===== src/rtl/idex_stage.sv =====
// ID/EX pipeline register for the 5-stage MIPS pipeline. It detects load-use
// hazards, stalls IF/ID for LUSE_STALL cycles, handles the branch flush and keeps event counters.
module idex_stage #(
  parameter int unsigned LUSE_STALL = 1
) (
  input  logic        clk,
  input  logic        rst,
  input  logic        id_valid,
  input  logic [31:0] id_pc4,
  input  logic [31:0] id_data1,
  input  logic [31:0] id_data2,
  input  logic [31:0] id_imm,
  input  logic [4:0]  id_rs,
  input  logic [4:0]  id_rt,
  input  logic [4:0]  id_rd,
  input  logic        id_uses_rs,
  input  logic        id_uses_rt,
  input  logic        id_regwrite,
  input  logic        id_memread,
  input  logic        id_memwrite,
  input  logic        id_memtoreg,
  input  logic        id_alusrc,
  input  logic        id_regdst,
  input  logic        id_branch,
  input  logic [3:0]  id_aluop,
  input  logic        flush_ex,
  output logic        ex_valid,
  output logic [31:0] ex_pc4,
  output logic [31:0] ex_data1,
  output logic [31:0] ex_data2,
  output logic [31:0] ex_imm,
  output logic [4:0]  ex_rs,
  output logic [4:0]  ex_rt,
  output logic [4:0]  ex_rd,
  output logic        ex_regwrite,
  output logic        ex_memread,
  output logic        ex_memwrite,
  output logic        ex_memtoreg,
  output logic        ex_alusrc,
  output logic        ex_regdst,
  output logic        ex_branch,
  output logic [3:0]  ex_aluop,
  output logic        stall_id,
  output logic [15:0] stall_cnt,
  output logic [15:0] flush_cnt
);

  typedef enum logic {RUN, STALL} state_t;

  localparam logic [3:0] STALL_INIT = 4'(LUSE_STALL - 1);

  state_t     state;
  logic [3:0] cnt;
  logic       hazard;

  // Hazard is only raised from RUN; during STALL the counter alone decides.
  assign hazard = (state == RUN) & id_valid & ex_valid & ex_memread & (ex_rt != 5'd0) &
                  ((id_uses_rs & (id_rs == ex_rt)) | (id_uses_rt & (id_rt == ex_rt)));

  assign stall_id = (hazard | (state == STALL)) & ~flush_ex;

  // NOTE: sequential state uses non-blocking assignments so every register
  // samples pre-edge values; rst is in the sensitivity list so it clears asynchronously.
  always_ff @(posedge clk or posedge rst) begin
    if (rst) begin
      state       <= RUN;
      cnt         <= 4'd0;
      stall_cnt   <= 16'd0;
      flush_cnt   <= 16'd0;
      ex_valid    <= 1'b0;
      ex_pc4      <= 32'd0;
      ex_data1    <= 32'd0;
      ex_data2    <= 32'd0;
      ex_imm      <= 32'd0;
      ex_rs       <= 5'd0;
      ex_rt       <= 5'd0;
      ex_rd       <= 5'd0;
      ex_regwrite <= 1'b0;
      ex_memread  <= 1'b0;
      ex_memwrite <= 1'b0;
      ex_memtoreg <= 1'b0;
      ex_alusrc   <= 1'b0;
      ex_regdst   <= 1'b0;
      ex_branch   <= 1'b0;
      ex_aluop    <= 4'd0;
    end else if (flush_ex) begin
      ex_valid    <= 1'b0;
      ex_regwrite <= 1'b0;
      ex_memread  <= 1'b0;
      ex_memwrite <= 1'b0;
      ex_branch   <= 1'b0;
      state       <= RUN;
      cnt         <= 4'd0;
      if (flush_cnt != 16'hFFFF) flush_cnt <= flush_cnt + 16'd1;
    end else if (stall_id) begin
      ex_valid    <= 1'b0;
      ex_regwrite <= 1'b0;
      ex_memread  <= 1'b0;
      ex_memwrite <= 1'b0;
      ex_branch   <= 1'b0;
      if (stall_cnt != 16'hFFFF) stall_cnt <= stall_cnt + 16'd1;
      if (state == RUN) begin
        // The hazard cycle itself is the first bubble of the LUSE_STALL total.
        if (LUSE_STALL > 1) begin
          state <= STALL;
          cnt   <= STALL_INIT;
        end
      end else begin
        cnt <= cnt - 4'd1;
        if (cnt == 4'd1) state <= RUN;
      end
    end else begin
      ex_valid    <= id_valid;
      ex_pc4      <= id_pc4;
      ex_data1    <= id_data1;
      ex_data2    <= id_data2;
      ex_imm      <= id_imm;
      ex_rs       <= id_rs;
      ex_rt       <= id_rt;
      ex_rd       <= id_rd;
      ex_regwrite <= id_regwrite;
      ex_memread  <= id_memread;
      ex_memwrite <= id_memwrite;
      ex_memtoreg <= id_memtoreg;
      ex_alusrc   <= id_alusrc;
      ex_regdst   <= id_regdst;
      ex_branch   <= id_branch;
      ex_aluop    <= id_aluop;
    end
  end

endmodule


===== config.mk =====
export PLATFORM = sky130hd
export DESIGN_NAME = idex_stage
export DESIGN_NICKNAME = d
export VERILOG_FILES = /design/src/rtl/idex_stage.sv
export SDC_FILE = /design/constraint.sdc
export NUM_CORES = 1
export LEC_CHECK = 0
export CORE_ASPECT_RATIO = 0.5
export CORE_MARGIN = 5
export CORE_UTILIZATION = 45
export CTS_CLUSTER_SIZE = 28
export DETAILED_ROUTE_END_ITERATION = 16
export PLACE_DENSITY = 0.9
export SYNTH_ARGS = -nofsm -noshare
export SYNTH_HDL_FRONTEND = slang
export SYNTH_SLANG_ARGS = --single-unit

===== constraint.sdc =====
create_clock -name clk -period 12.7 [get_ports clk]
set_input_delay 3.81 -clock clk [delete_from_list [all_inputs] [get_ports clk]]
set_output_delay 3.81 -clock clk [all_outputs]
set_load 0.005 [all_outputs]

Word level (Yosys, flattened, before mapping). Index checks and enable logic that the tools add are counted.

Add/sub/neg operators: 3. Equal/unequal tests: 5. Muxes and demuxes: 17. Bitwise logic cells: 13. Reduce and logical (&&, ||, !) cells: 7.

Operators with widths (count): $add A16 B1 Y16 const B (2); $ne A16 B16 Y1 const B (2); $mux W1 (14); $mux W4 (3); $eq A5 B5 Y1 (2); $and A1 B1 Y1 (8); $reduce_and A2 Y1 (3); $reduce_bool A5 Y1 (1); $eq A4 B1 Y1 const B (1); $reduce_bool A2 Y1 (2); $sub A4 B1 Y4 const B (1); $not A1 Y1 (3); $reduce_and A3 Y1 (1); $or A1 B1 Y1 (2).

Register bits after elaboration: 192. Bits of input ports: 160. Output and inout bits: 188. Word-level logic and storage cells: 65.

Depth between registers and ports, before layout. Gate-level depths: netlist (run 1).

Depth after elaboration: 10. Depth in mapped cells: 7.

Worst setup path before layout (run 1). OpenSTA, ideal clock, no wires.

Kind: input to output. Start point: input flush_ex. End point: output stall_id. Arrival: 4.781 ns. Path slack: 4.109 ns. Stages: 5. Path through: clkbuf_1 -> nor2b_1 -> a31oi_2 -> buf_2 -> inv_1.

Word-level cells in the longest chain between the ends: 2.

Ends and longest elaborated chain: from (decl) (RTL line 26) `input logic flush_ex,`; $not A1 Y1 (no line); $and A1 B1 Y1 (RTL line 60) `assign stall_id = (hazard | (state == STALL)) & ~flush_ex;`; to (decl) (RTL line 43) `output logic stall_id,`.

Every way passes these cells.

Worst setup path after layout (run 1).
Start point: input id_rs[2]. End point: output stall_id.

Word-level cells in the longest chain between the ends: 6.

Ends and longest elaborated chain: from (decl) (RTL line 13) `input logic [4:0] id_rs,`; $eq A5 B5 Y1 (RTL line 58) `((id_uses_rs & (id_rs == ex_rt)) | (id_uses_rt & (id_rt == ex_rt)));`; $and A1 B1 Y1 (RTL line 58); $or A1 B1 Y1 (RTL line 58); $and A1 B1 Y1 (RTL line 57) `assign hazard = (state == RUN) & id_valid & ex_valid & ex_memread & (ex_rt != 5'd0) &`; $or A1 B1 Y1 (RTL line 60); $and A1 B1 Y1 (RTL line 60).

Every way passes these cells.

==> key figures, run 1 <==
Status
  • Outcome: finished, final reports clean

STA
  • Post-route minimum period: 9.65 ns
  • Worst clock skew: 0.0140 ns
  • Count of pins over their slew limit: 0
  • Normalized max-slew margin: 33.1%
  • TNS Setup: 0 ns
  • Final count of hold timing violations: 0
  • Final worst-path cycle share: 76.0%
  • Unrepaired setup endpoints after global routing: false
  • Worst-Margin Slew: 1.00 ns
  • Final setup viols: 0
  • Maximum frequency from static timing analysis: 0.104 GHz

Critical path
  • Cell count of the worst reg-to-reg path: 7
  • Peak fanout along the critical path: 16
  • Sum of buffers and inverters on the critical path: 4
  • Standard cell with the maximum stage delay on the critical path: sky130_fd_sc_hd__clkdlybuf4s50_1
  • End of the worst register-to-register path: ex_data1[27]
  • Cell type group with the largest total delay on the critical path: buffers and inverters
  • Crit-path cells: clkdlybuf4s50_1, xnor2_1, nand4_1, o22ai_2, a31oi_2, buf_4, inv_1, clkdlybuf4s50_1
  • Largest incremental delay on the critical path: 0.56 ns
  • CP required: 8.89 ns
  • Slack of the worst reg-to-reg path: 9.48 ns
  • Category of the worst setup path capture point: output pin
  • Kind of start point of the critical path: input port
  • Most used cell, CP: sky130_fd_sc_hd__clkdlybuf4s50_1
  • Startpoint of the lowest-slack register-to-register path: ex_rt[4]
  • Arrival time of the worst setup path: 5.84 ns
  • Worst Setup Path Type: in -> out

Global route
  • Wire length of the first global-routing pass: 34300 µm
  • Total congestion overflow after global routing: 0
  • Initial antenna violation count: 0
  • Met3 GRT Util: 5.50%
  • Grt met1 use: 25.7%
  • Total global routing track utilization: 22.4%
  • Maximum number of pins on one net before global-route repair: 114
  • Global routing met2 resource utilization: 42.2%
  • Most used routing layer in global routing: met2
  • Number of global-route vias before repair: 5987

Final layout
  • Share of layout cells above drive strength 1: 6.04%
  • Most common library cell in the layout ignoring fill and taps: sky130_fd_sc_hd__clkdlybuf4s50_1
  • Area growth from synthesis to layout: 55.7%
  • Post-layout net count: 1029
  • Highest-count cells in the layout ignoring fill and taps: 347 x sky130_fd_sc_hd__clkdlybuf4s50_1, 192 x sky130_fd_sc_hd__dfrtp_1, 145 x sky130_fd_sc_hd__mux2_1, 22 x sky130_fd_sc_hd__xnor2_1, 19 x sky130_fd_sc_hd__xor2_1
  • Final antenna diode count: 0
  • Non-filler instance count after layout: 1104

Route
  • Remaining antenna violation count after routing: 0
  • Count of routing violations after the opening detailed-route iteration: 277
  • Wire length per cell: 20.1 µm
  • Vias after detailed routing: 5415
  • Detailed-route vias per instance: 4.90
  • Total iterations of the first detailed-routing run: 5
  • DRC errors left: 0
  • Overall routed net length: 22200 µm

CTS
  • Hold-fix buffer count after cts: 0
  • Worst-Skew Late Latency: 0.42 ns
  • H-tree lvl count: 4
  • TritonCTS clock tree: built
  • Num Clock Sinks: 192
  • Setup fix buffers added after clock tree synthesis: 0
  • TritonCTS Buffers: 17
  • Clock Tree Buf Depth: 2
  • Root cell of the clock tree: sky130_fd_sc_hd__clkbuf_16
  • Clock slew at reported path FFs: 0.07 ns
  • Post-CTS Resized: 0

Power and ir drop
  • Logic pwr share: 18.3%
  • Peak supply drop: 0.0958 mV
  • Lkg Pwr: 5.03 nW
  • Post-layout power: 0.00154 W
  • Clk network pwr share: 35.4%
  • Net Sw Frac: 24.3%
  • Internal power: 0.00117 W
  • Power share of the sequential group: 46.2%
  • Power density of the placed cells: 129 mW/mm²
  • P_sw: 0.000375 W

Synth
  • Mux cell area share after synthesis: 22.5%
  • Fraction of the yosys area taken by sequential cells: 62.7%
  • Synth warnings: 0
  • Cell count after synthesis: 513
  • Flip-flop and latch count after synthesis: 192
  • Main combinational cell family by area after synthesis: multiplexers
  • Cell taking the most area after synthesis: sky130_fd_sc_hd__dfrtp_1
  • Xor-xnor portion of the synthesized cell area: 4.69%
  • Total nets after synthesis: 677
  • Avg Cell Area, Syn: 14.9 µm²
  • Fraction of the mapped netlist area in compound gates: 1.18%
  • Top area cells in the synthesized netlist: sky130_fd_sc_hd__dfrtp_1 63%, sky130_fd_sc_hd__mux2_1 21%, sky130_fd_sc_hd__xnor2_1 2.5%
  • Distinct cell type count after synthesis: 34
  • Proportion of netlist area held by the largest area contributor: 62.7%
  • Summed instance area of the synthesized netlist: 0.00766 mm²
  • Post-synthesis adder-cell area fraction: 0.653%
  • Area fraction in and, or, nand and nor cells after synthesis: 6.04%

Die
  • Number of cell rows: 33
  • Total die area: 0.0199 mm²
  • Initial cell density of the core: 46.4%
  • I/O pin count: 348
  • Total core area: 0.0165 mm²
  • Die width: 195 µm
  • Vertical extent of the die: 102 µm

Min path
  • Critical hold path startpoint: ex_pc4[31]
  • Endpoint, Worst Hold: ex_pc4[31]
  • Class of the worst hold path: reg -> reg
  • Worst hold path stage count: 1

Place
  • Detailed Place HPWL: 17100 µm
  • RD Place Congestion: 0.883
  • Number of buffers inserted by port buffering: 347
  • Placed cell count: 1073

Run
  • Total of max-cap violations: 0
logic make-up (layout without fill, tap and decap cells):
family | after synthesis | in the layout
and+or+nand+nor | 83 | 83
AOI/OAI and AO/OA | 10 | 10
adders and majority gates | 4 | 4
xor gates and xnor gates | 41 | 41
muxes | 153 | 153
DFF | 192 | 192
buffers and inverters | 30 | 394
Yosys cell counts, drive strengths merged:
master	number
xor2	19
dfrtp	192
mux2	153
inv	11
a31oi	1
nor2	16
a211oi	2
nor3	6
nand2b	1
o211ai	1
nor4	7
a21boi	1
and3	2
or2	1
buf	18
a2111oi	1
nand2	16
o22ai	1
nand3	13
nand4	11
nor2b	1
xnor2	22
a21oi	2
nor4b	2
ha	4
clkbuf	1
and2	6
nor3b	1
o21ai	1
state kept, by name, summed over array words and instances (netlist names), 5 cells and up:
signal     count
stall_cnt     16
ex_data1      32
ex_pc4        32
flush_cnt     16
ex_data2      32
ex_rs          5
ex_imm        32
ex_rt          5
ex_rd          5
final cells by class:
| cell class | count | area [µm²] |
|---|---|---|
| clock buffers | 19 | 433 |
| flip-flops and latches | 192 | 4800 |
| fillers | 1108 | 4590 |
| clock inverters | 12 | 159 |
| inverters | 11 | 46.3 |
| well taps | 227 | 284 |
| repair buffers | 352 | 3510 |
| multi-input cells | 291 | 2690 |
how the worst max path moves through the flow:
stage	startpoint	to	slack (ns)	depth (start not counted)
after global routing	id_rs[2]	stall_id	2.93	8
final	id_rs[2]	stall_id	3.05	8
after detailed placement	id_rs[2]	stall_id	3.02	8
after CTS	id_rs[2]	stall_id	3.02	8
after global placement	id_rs[2]	stall_id	3.03	8
after floorplan	rst	cnt[0]	3.66	1
through the flow:
step | cell area, µm² | hold slack [ns] | utilization [%] | setup WS [ns]
final | 11900 | 0.485 | 72.2 | 3.05
after global routing | 11900 | 0.499 | 72.2 | 2.93
after CTS | 11900 | 0.490 | 72.2 | 3.02
after detailed placement | 11300 | 0.474 | 68.7 | 3.02
after global placement | 11300 | 0.467 | 68.7 | 3.03
after floorplan | 7660 | 0.478 | - | 3.66
power by group through the flow:
stage	registers (W)	clock network (W)	logic (W)
6_report	0.000714	0.000547	0.000283
3_3_place_gp	0.000719	0	0.000279
5_1_grt	0.000721	0.000588	0.000304
4_1_cts	0.000714	0.000560	0.000289
2_1_floorplan	0.000722	0	0.0000813
3_5_place_dp	0.000724	0	0.000286
routing by layer:
metal / up-vias / share of wire, %
met2: 145 / 55
met5: - / 0
met3: 30 / 4.8
met4: 0 / 2.1
met1: 2741 / 38
li1: 2499 / -
Note: power is estimated with default switching activity, not from simulation.
==> run 2, diff against run 1 <==
--- a/config.mk
+++ b/config.mk
@@ -7,10 +7,10 @@
 export LEC_CHECK = 0
 export CORE_ASPECT_RATIO = 0.5
 export CORE_MARGIN = 5
-export CORE_UTILIZATION = 45
+export CORE_UTILIZATION = 38
 export CTS_CLUSTER_SIZE = 28
 export DETAILED_ROUTE_END_ITERATION = 16
-export PLACE_DENSITY = 0.9
+export PLACE_DENSITY = 0.81
 export SYNTH_ARGS = -nofsm -noshare
 export SYNTH_HDL_FRONTEND = slang
 export SYNTH_SLANG_ARGS = --single-unit
==> constraint.sdc (replaced) <==
create_clock -name clk -period 8.1 [get_ports clk]
set_input_delay 2.43 -clock clk [delete_from_list [all_inputs] [get_ports clk]]
set_output_delay 2.43 -clock clk [all_outputs]
set_load 0.005 [all_outputs]
==> key figures, run 2 (synthesized netlist as in run 1, its figures left out) <==
Min path
  • Class of the worst hold path: reg -> reg
  • Critical hold path startpoint: ex_pc4[8]
  • Worst hold path stage count: 1
  • Endpoint, Worst Hold: ex_pc4[8]

CTS
  • TritonCTS Buffers: 17
  • Post-CTS Resized: 0
  • Clock slew at reported path FFs: 0.07 ns
  • TritonCTS clock tree: built
  • H-tree lvl count: 4
  • Worst-Skew Late Latency: 0.43 ns
  • Clock Tree Buf Depth: 2
  • Setup fix buffers added after clock tree synthesis: 0
  • Num Clock Sinks: 192
  • Hold-fix buffer count after cts: 0
  • Root cell of the clock tree: sky130_fd_sc_hd__clkbuf_16

Die
  • Initial cell density of the core: 39.0%
  • Total core area: 0.0196 mm²
  • Vertical extent of the die: 110 µm
  • I/O pin count: 348
  • Number of cell rows: 36
  • Die width: 211 µm
  • Total die area: 0.0233 mm²

Final layout
  • Post-layout net count: 1027
  • Final antenna diode count: 0
  • Most common library cell in the layout ignoring fill and taps: sky130_fd_sc_hd__clkdlybuf4s50_1
  • Share of layout cells above drive strength 1: 6.16%
  • Highest-count cells in the layout ignoring fill and taps: 347 x sky130_fd_sc_hd__clkdlybuf4s50_1, 192 x sky130_fd_sc_hd__dfrtp_1, 145 x sky130_fd_sc_hd__mux2_1, 22 x sky130_fd_sc_hd__xnor2_1, 19 x sky130_fd_sc_hd__xor2_1
  • Area growth from synthesis to layout: 57.5%

Critical path
  • Cell count of the worst reg-to-reg path: 6
  • Worst Setup Path Type: in -> out
  • Worst Setup SP: id_rt[1]
  • End of the worst register-to-register path: ex_pc4[29]
  • CP required: 5.67 ns
  • Arrival time of the worst setup path: 4.78 ns
  • Startpoint of the lowest-slack register-to-register path: ex_rt[1]
  • Category of the worst setup path capture point: output pin
  • Peak fanout along the critical path: 16
  • Slack of the worst reg-to-reg path: 5.73 ns
  • Kind of start point of the critical path: input port

STA
  • Worst-Margin Slew: 0.958 ns
  • Count of pins over their slew limit: 0
  • Post-route minimum period: 7.21 ns
  • Unrepaired setup endpoints after global routing: false
  • Final setup viols: 0
  • Worst clock skew: 0.0105 ns
  • Final worst-path cycle share: 89.0%
  • Maximum frequency from static timing analysis: 0.139 GHz
  • Final count of hold timing violations: 0
  • TNS Setup: 0 ns
  • Normalized max-slew margin: 35.9%
  • Final-layout worst hold slack: 0.482 ns

Global route
  • Initial antenna violation count: 1
  • Maximum number of pins on one net before global-route repair: 129
  • Total congestion overflow after global routing: 0
  • Total global routing track utilization: 19.0%
  • Number of global-route vias before repair: 5859
  • Wire length of the first global-routing pass: 33700 µm

Power and ir drop
  • Lkg Pwr: 5.07 nW
  • Power density of the placed cells: 209 mW/mm²
  • Peak supply drop: 0.144 mV

Route
  • Total iterations of the first detailed-routing run: 4
  • Wire length per cell: 19.9 µm
  • Detailed-route vias per instance: 4.75
  • Remaining antenna violation count after routing: 0
  • Overall routed net length: 22700 µm
  • Vias after detailed routing: 5423
  • Count of routing violations after the opening detailed-route iteration: 150
  • DRC errors left: 0

Place
  • Detailed Place HPWL: 17200 µm
  • Number of buffers inserted by port buffering: 347
  • RD Place Congestion: 0.910

Run
  • Total of max-cap violations: 0

Status
  • Outcome: finished, final reports clean
## run 2: area by class of cell
class / instances / area, µm²
Inverter: 11 / 48.8
Fill cell: 1521 / 7580
Tap cell: 266 / 333
Clock inverter: 13 / 221
Sequential cell: 192 / 4800
Clock buffer: 19 / 453
Timing Repair Buffer: 350 / 3510
Multi-Input combinational cell: 291 / 2690
## run 2: critical path, stage by stage
cell and delay, ns:
sky130_fd_sc_hd__clkdlybuf4s50_1 0.45, sky130_fd_sc_hd__xnor2_1 0.17, sky130_fd_sc_hd__nand4_1 0.16, sky130_fd_sc_hd__o22ai_2 0.13, sky130_fd_sc_hd__a31oi_2 0.80, sky130_fd_sc_hd__inv_1 0.12
sky130_fd_sc_hd__clkdlybuf4s50_1 0.51
## run 2: routing by layer
| metal | global-route usage (%) | part of all wire [%] | vias up |
|---|---|---|---|
| met3 | 4.38 | 4.7 | 35 |
| li1 | - | - | 2487 |
| met5 | 0 | 0 | - |
| met2 | 35.4 | 54 | 128 |
| met1 | 21.9 | 38 | 2773 |
| met4 | 6.80 | 2.4 | 0 |
## run 2: power breakdown
group | internal [W] | switching, W | total (W)
Combinational | 0.000293 | 0.000154 | 0.000447
Clock | 0.000572 | 0.000382 | 0.000955
Sequential | 0.00105 | 0.0000638 | 0.00112
Total | 0.00192 | 0.000600 | 0.00252
## run 2: worst max-delay path by stage
| stage | depth (start not counted) | slack, ns | to |
|---|---|---|---|
| final | 7 | 0.89 | stall_id |
| after global routing | 7 | 0.76 | stall_id |
| after CTS | 7 | 0.89 | stall_id |
| after detailed placement | 7 | 0.91 | stall_id |
| after global placement | 7 | 0.95 | stall_id |
| after floorplan | 1 | 0.44 | cnt[0] |
## run 2: metrics by stage
step                      total power [W]  setup WS, ns  std cells  util [%]  cell area (µm²)
after detailed placement          0.00158         0.906       1110      58.0            11400
after floorplan                   0.00126         0.443        513         -             7660
after global routing              0.00262         0.761       1142      61.4            12100
after global placement            0.00157         0.945       1110      58.0            11400
final                             0.00252         0.894       1142      61.4            12100
after CTS                         0.00255         0.886       1142      61.4            12100
==> run 3, diff against run 2 <==
--- a/config.mk
+++ b/config.mk
@@ -5,6 +5,7 @@
 export SDC_FILE = /design/constraint.sdc
 export NUM_CORES = 1
 export LEC_CHECK = 0
+export CAP_MARGIN = 30
 export CORE_ASPECT_RATIO = 0.5
 export CORE_MARGIN = 5
 export CORE_UTILIZATION = 38
==> results of run 3 <==
No change in the layout: final DEF, timing and power equal those of run 2.
